===== src/rtl/window_scan_ctrl.sv =====
// Raster-order window read sequencer: walks every channel/row/column-pair of a frame and
// issues window addresses plus border pad masks. Optional stall counter under WSC_STALL_CNT_EN.
module window_scan_ctrl #(
  parameter int IMG_ROWS = 2048,
  parameter int IMG_COLS = 2048,
  parameter int CH_NUM   = 5,
  parameter int PAD      = 2,
  parameter int LINE_GAP = 2
) (
  input  logic                        clk,
  input  logic                        reset,
  input  logic                        start,
  input  logic                        abort,
  input  logic                        rd_ready,
  output logic                        rd_en,
  output logic [$clog2(IMG_ROWS)-1:0] rd_row,
  output logic [$clog2(IMG_COLS)-1:0] rd_col,
  output logic [2:0]                  channel_num,
  output logic [2*PAD:0]              row_pad_mask,
  output logic [2*PAD+1:0]            col_pad_mask,
  output logic                        frame_start,
  output logic                        frame_end,
  output logic                        busy,
  output logic                        done
`ifdef WSC_STALL_CNT_EN
  ,
  output logic [31:0]                 stall_cnt
`endif
);

  localparam int RW = $clog2(IMG_ROWS);
  localparam int CW = $clog2(IMG_COLS);
  localparam int GW = (LINE_GAP > 1) ? $clog2(LINE_GAP) : 1;

  typedef enum logic [1:0] {IDLE, RUN, GAP, DONE} state_t;

  state_t        state;
  logic [RW-1:0] row;
  logic [CW-1:0] col;
  logic [2:0]    ch;
  logic [GW-1:0] gap_cnt;

  logic last_col;
  logic last_row;
  logic last_ch;

  assign last_col = (col == CW'(IMG_COLS - 2));
  assign last_row = (row == RW'(IMG_ROWS - 1));
  assign last_ch  = (ch == 3'(CH_NUM - 1));

  // Abort beats every transition; the gap counter is loaded with LINE_GAP-1 so GAP lasts LINE_GAP cycles.
  always_ff @(posedge clk or posedge reset) begin
    if (reset) begin
      state   <= IDLE;
      row     <= '0;
      col     <= '0;
      ch      <= '0;
      gap_cnt <= '0;
    end else if (abort) begin
      state <= IDLE;
    end else begin
      case (state)
        IDLE: begin
          if (start) begin
            row   <= '0;
            col   <= '0;
            ch    <= '0;
            state <= RUN;
          end
        end
        RUN: begin
          if (rd_ready) begin
            if (!last_col) begin
              col <= col + CW'(2);
            end else if (!last_row || !last_ch) begin
              col <= '0;
              if (!last_row) begin
                row <= row + 1'b1;
              end else begin
                row <= '0;
                ch  <= ch + 1'b1;
              end
              if (LINE_GAP == 0) begin
                state <= RUN;
              end else begin
                state   <= GAP;
                gap_cnt <= GW'(LINE_GAP - 1);
              end
            end else begin
              state <= DONE;
            end
          end
        end
        GAP: begin
          if (gap_cnt == '0) state <= RUN;
          else               gap_cnt <= gap_cnt - 1'b1;
        end
        DONE:    state <= IDLE;
        default: state <= IDLE;
      endcase
    end
  end

  assign rd_en       = (state == RUN);
  assign busy        = (state != IDLE);
  assign done        = (state == DONE);
  assign rd_row      = row;
  assign rd_col      = col;
  assign channel_num = ch;
  assign frame_start = rd_en && (row == '0) && (col == '0);
  assign frame_end   = rd_en && last_row && last_col;

  // Masks only mean something while a beat is offered, so they read zero in every other state.
  always_comb begin
    row_pad_mask = '0;
    col_pad_mask = '0;
    if (state == RUN) begin
      for (int k = 0; k < 2*PAD+1; k++)
        row_pad_mask[k] = (int'(row) + k < PAD) || (int'(row) + k - PAD > IMG_ROWS - 1);
      for (int k = 0; k < 2*PAD+2; k++)
        col_pad_mask[k] = (int'(col) + k < PAD) || (int'(col) + k - PAD > IMG_COLS - 1);
    end
  end

`ifdef WSC_STALL_CNT_EN
  logic start_acc;
  assign start_acc = (state == IDLE) && start && !abort;

  always_ff @(posedge clk or posedge reset) begin
    if (reset)                                       stall_cnt <= '0;
    else if (start_acc)                              stall_cnt <= '0;
    else if (rd_en && !rd_ready && stall_cnt != '1)  stall_cnt <= stall_cnt + 1'b1;
  end
`endif

endmodule


===== config.mk =====
export PLATFORM = sky130hd
export DESIGN_NAME = window_scan_ctrl
export DESIGN_NICKNAME = d
export VERILOG_FILES = /design/src/rtl/window_scan_ctrl.sv
export SDC_FILE = /design/constraint.sdc
export NUM_CORES = 1
export LEC_CHECK = 0
export CAP_MARGIN = 20
export CORE_AREA = 2 2 108 110
export DETAILED_ROUTE_END_ITERATION = 7
export DIE_AREA = 0 0 110 112
export DONT_BUFFER_PORTS = 1
export SLEW_MARGIN = 20
export SYNTH_ARGS = -nofsm -noshare
export SYNTH_HDL_FRONTEND = slang
export SYNTH_SLANG_ARGS = --single-unit

===== constraint.sdc =====
create_clock -name clk -period 2.6 [get_ports clk]
set_input_delay 0.13 -clock clk [delete_from_list [all_inputs] [get_ports clk]]
set_output_delay 0.13 -clock clk [all_outputs]
set_load 0.01 [all_outputs]

== Yosys cells after proc, flatten, opt, wreduce, memory -nomap -nowiden ==
Cells that the tools add are included.
Word-level totals
  register bits after elaboration: 28
  output and inout port bits: 41
  logic and storage cells: 127
Cells by class
  add/sub/neg operators: 24
  order comparisons: 22
  eq/ne operators: 16
  muxes and demuxes: 30
  bitwise operators: 1
  reductions and logical operators: 29
Operators by type and width (number)
  less-than comparator 32 x 3 -> 1 bit, second input constant: 9
  > comparator 13 x 12 -> 1 bit, second input constant: 9
  subtractor 12 x 2 -> 13 bit, second input constant: 9
  2-to-1 mux 11 bit: 8
  adder 11 x 2 -> 12 bit, second input constant: 4
  one-hot mux 11 bit (2 select lines): 2
  adder 11 x 3 -> 12 bit, second input constant: 3
  adder 11 x 1 -> 12 bit, second input constant: 2
  > comparator 12 bit, second input constant: 2
  subtractor 11 x 2 -> 12 bit, second input constant: 2
  equality test 11 bit, second input constant: 2
  zero test 11 bit: 2
  less-than comparator 11 x 2 -> 1 bit, second input constant: 2
  2-to-1 mux 3 bit: 5
  logical OR 1 bit: 12
  adder 11 x 1 -> 11 bit, second input constant: 1
  adder 11 x 2 -> 11 bit, second input constant: 1
  2-to-1 mux 2 bit: 5
  AND reduction 5 bit: 2
  != test 3 bit, second input constant: 3
  one-hot mux 2 bit (4 select lines): 1
  AND reduction 7 bit: 1
  2-to-1 mux 6 bit: 1
  != test 2 x 1 -> 1 bit, second input constant: 3
  18 further kinds: 31

== Depth between registers and ports, before layout ==
  depth in word-level cells: 8
  mapped depth: 11
  mapped depth without buffers: 9

== Worst setup path before layout ==
No wires, ideal clock.
  kind: register -> output
  start point: register row[1], in the netlist rd_row[1]
  end point: output row_pad_mask[3]
  arrival time: 2493 ps
  data required time: 2470 ps
  setup slack: -23 ps
  cell stages (with the launch flop): 11
  buffers on the path: 1
  path through: dfrtp_1 -> buf_4 -> inv_1 -> ha_1 -> xor2_1 -> ha_1 -> o211ai_1 -> xnor2_1 -> a31oi_1 -> xor2_1 -> o31ai_1
Between the ends
  cells in the longest elaborated chain, start to end: 5
Ends and longest elaborated chain
  start: declaration: RTL line 38  | logic [RW-1:0] row;
  start signal: assignment: RTL line 78  | row <= row + 1'b1;
  adder 11 x 2 -> 12 bit *: RTL line 119  | row_pad_mask[k] = (int'(row) + k < PAD) || (int'(row) + k - PAD > IMG_ROWS - 1);
  subtractor 12 x 2 -> 13 bit: RTL line 119
  > comparator 13 x 12 -> 1 bit: RTL line 119
  logical OR 1 bit *: RTL line 119
  2-to-1 mux 5 bit *: RTL line 117  | if (state == RUN) begin
  end: declaration: RTL line 19  | output logic [2*PAD:0] row_pad_mask,
Every way passes the cells marked *; elsewhere a longest branch is shown, timed or not.

== Worst setup path after layout ==
  start point: register row[2], in the netlist rd_row[2]
  end point: output row_pad_mask[2]
The elaborated chain is that of the path after synthesis.

==> reports/qor.txt <==
GRT Residual Overflow - 0
VDD IR max - 0.000577 V
met2 Usage GRT - 37.8%
DP Wirelength - 11.1 mm
Post-Place Worst Slack - -0.0198 ns
vias in the first global route - 4773
nets@finish - 753
Startpoint Class - flop
die height - 112 µm
Die W - 110 µm
Vias/cell - 6.05
Die Area - 12300 µm²
clock sink count - 27
met1 global-route usage - 33.3%
CTS H-tree depth - 1
sum of buffers and inverters on the critical path - 2
Max clock buf depth - 2
first-pass GRT wire length - 23.9 mm
drt pass-1 iters - 5
GRT Resource Usage Total - 24.0%
Distinct cells, synth - 84
WL/cell - 18.1 µm
Site Rows - 39
leakage - 2.38 nW
Final GP Congestion - 0.943
Worst Tran Pin Value - 0.550 ns
met3 usage - 3.34%
failing checks - negative setup slack
Syn Nets - 675
residual DRC count - 0
Final Worst Setup Slack - -0.108 ns
CP Data Required Time - 2.47 ns
Starting Density - 41.0%
GRT Max-Usage Layer - met2
ys async rst share - 100%
Post-synth top flop - dfrtp_1
Yosys reg bits - 27
Final min period - 2.71 ns
I/O pin count - 46
vias - 5152
family with the most delay on the worst path - simple AND/OR/NAND/NOR gates
Critical Path Fanout Max - 7
worst skew pair latency - 0.27 ns
Final Cycle Share - 104%
hold crit path type - input port to flop
Tot Pwr - 2.22 mW
Setup Skew - 0.00499 ns
f_max - 369 MHz
register clock-pin slew on the reported worst setup and hold paths - 0.07 ns
cts bufs inserted - 3
CP peak stage delay - 0.49 ns
initial antenna violation count - 0
synthesized area per cell - 7.26 µm²
worst path arrival time - 2.58 ns
drt total wl - 15.4 mm
buffers added on ports - 0
largest net degree at the start of global routing - 28
starting DRC count in detailed routing - 357
Post-synth EDFFs - 0
max_cap viols - 0
PwrDens - 364 nW/µm²
post-synthesis sequential area ratio - 14.7%
number of setup violations in the final report - 4
layout cells sized above 1 - 34.0%
Max Slew Vio Count - 0
CTS root buffer - clkbuf_16
synth warn - 0
core area - 11200 µm²
Post-Syn Area - 4590 µm²
Worst setup EP type - output port
Detail Route Antenna Nets - 0
Hold Vio Cnt, Final - 0
CTS tree - built
RSZ-0062 raised after global routing - true
critical path type - flop to output port
area delta synth->final - 32.8%
Syn Inst Count - 632
Antenna Cells - 0
slowest CP cell - dfrtp_2
slew margin rel. - 63.0%
status - finished with violations
crit-path cells - ha_4 > buf_6 > and3_1 > o211a_1 > and2_4 > and4b_1 > nor3b_1 > a211o_1 > o22ai_1 > buf_4
## area by class of cell
class                      instances  area (µm²)
fill                            1027        5080
multi-input combinational        530        4090
timing repair buffer             122         955
sequential                        27         691
tap                              143         179
inverter                          26         103
clock buffer                       4        78.8
## metrics by stage
step | hold WS, ns | TNS, ns | cell area (µm²) | instances | util [%]
6_report | 0.0923 | -0.284 | 6090 | 852 | 54.5
5_1_grt | 0.123 | -0.937 | 6090 | 852 | 54.5
4_1_cts | 0.0907 | -0.235 | 5610 | 839 | 50.2
3_5_place_dp | 0.120 | -0.0870 | 5220 | 823 | 46.7
3_3_place_gp | 0.115 | 0 | 5220 | 823 | 46.7
2_1_floorplan | 0.183 | 0 | 4590 | 632 | -
## cell usage after synthesis (all sizes together), types with 4 or more instances
library cell	instances	area, µm²
clkbuf	9	33.8
and3	13	86.3
a21oi	32	164
nand4	15	121
or3	5	31.3
a211oi	7	57.6
a21o	5	37.5
dfrtp	27	676
nand2b	10	62.6
ha	38	475
buf	40	248
xor2	19	166
mux2i	4	40.0
a31oi	13	81.3
inv	26	97.6
o31ai	11	82.6
nand2	66	250
nor3	34	175
nor2	48	185
o21ai	45	229
nor3b	4	30.0
and4	5	43.8
and2	9	58.8
nand3	37	195
nor2b	4	25.0
nor4	6	50.0
xnor2	36	315
o211ai	8	65.1
## cell usage in the layout (no fill, tap or decap), types with 6 or more instances in the layout
master and instances:
buf_4 112, nand2_1 63, nor2_1 41, o21ai_0 40, nand3_1 33, xnor2_1 31, nor3_1 28, a21oi_1 27
ha_1 23, inv_1 20, xor2_1 15, dfrtp_1 15, nand4_1 12, a31oi_1 12, dfrtp_2 12, and3_1 11
o31ai_1 9, ha_4 9, nand2b_1 7, o211ai_1 7, a211oi_2 7, buf_6 7, nor2_2 6, ha_2 6
## power by group
part	switching, mW	internal, mW
Clock	0.152	0.210
Sequential	0.0460	0.455
Combinational	0.804	0.548
## worst reg2reg max path, cell delays in order (launching register included)
cell	delay [ns]
dfrtp_2	0.49
buf_8	0.23
inv_2	0.15
nor4_2	0.39
buf_4	0.18
nand4_1	0.22
o21ai_4	0.30
inv_1	0.12
nand2_1	0.16
o31ai_1	0.10
## cell families after synthesis
kind of cell               Yosys count  synth area share [%]
DFF                                 27                  14.7
muxes                                5                  1.12
other                                1                0.0818
and+or+nand+nor                    271                  31.6
AOI/OAI and AO/OA                  160                  23.3
xor gates and xnor gates            55                  10.5
buffers and inverters               75                  8.26
adders and majority gates           38                  10.4
## worst paths after layout
check	from	endpoint	slack [ns]	depth (start not counted)
max in group asynchronous	reset	rd_col[1]	1.93	3
worst max-delay path	rd_row[2]	row_pad_mask[2]	-0.11	10
worst max register to register	rd_row[4]	rd_col[9]	0.14	9
worst min-delay path	abort	gap_cnt	0.09	3
min in group asynchronous	reset	rd_row[6]	0.37	3
worst min register to register	gap_cnt	gap_cnt	0.51	2
## per-layer routing
layer | up-vias | share of wire, %
li1 | 2438 | -
met1 | 2446 | 44
met2 | 228 | 47
met3 | 40 | 6.5
met4 | 0 | 2.6
met5 | - | 0
## what timing repair did
| item | in CTS | in global routing |
|---|---|---|
| hold buffers | 2 | 0 |
| cloned | 0 | 0 |
| gates resized for setup | 51 | 77 |
| pin swaps | 18 | 37 |
| buffers inserted | 10 | 13 |
| endpoints found under the setup margin | 13 | 29 |
| endpoints found under the hold margin | 29 | 0 |
## sequential cells by signal, summed over array words and instances (netlist names)
| signal | count |
|---|---|
| rd_row | 11 |
| rd_col | 10 |
| channel_num | 3 |
| state | 2 |
| gap_cnt | 1 |
(Power assumes the default switching activity.)
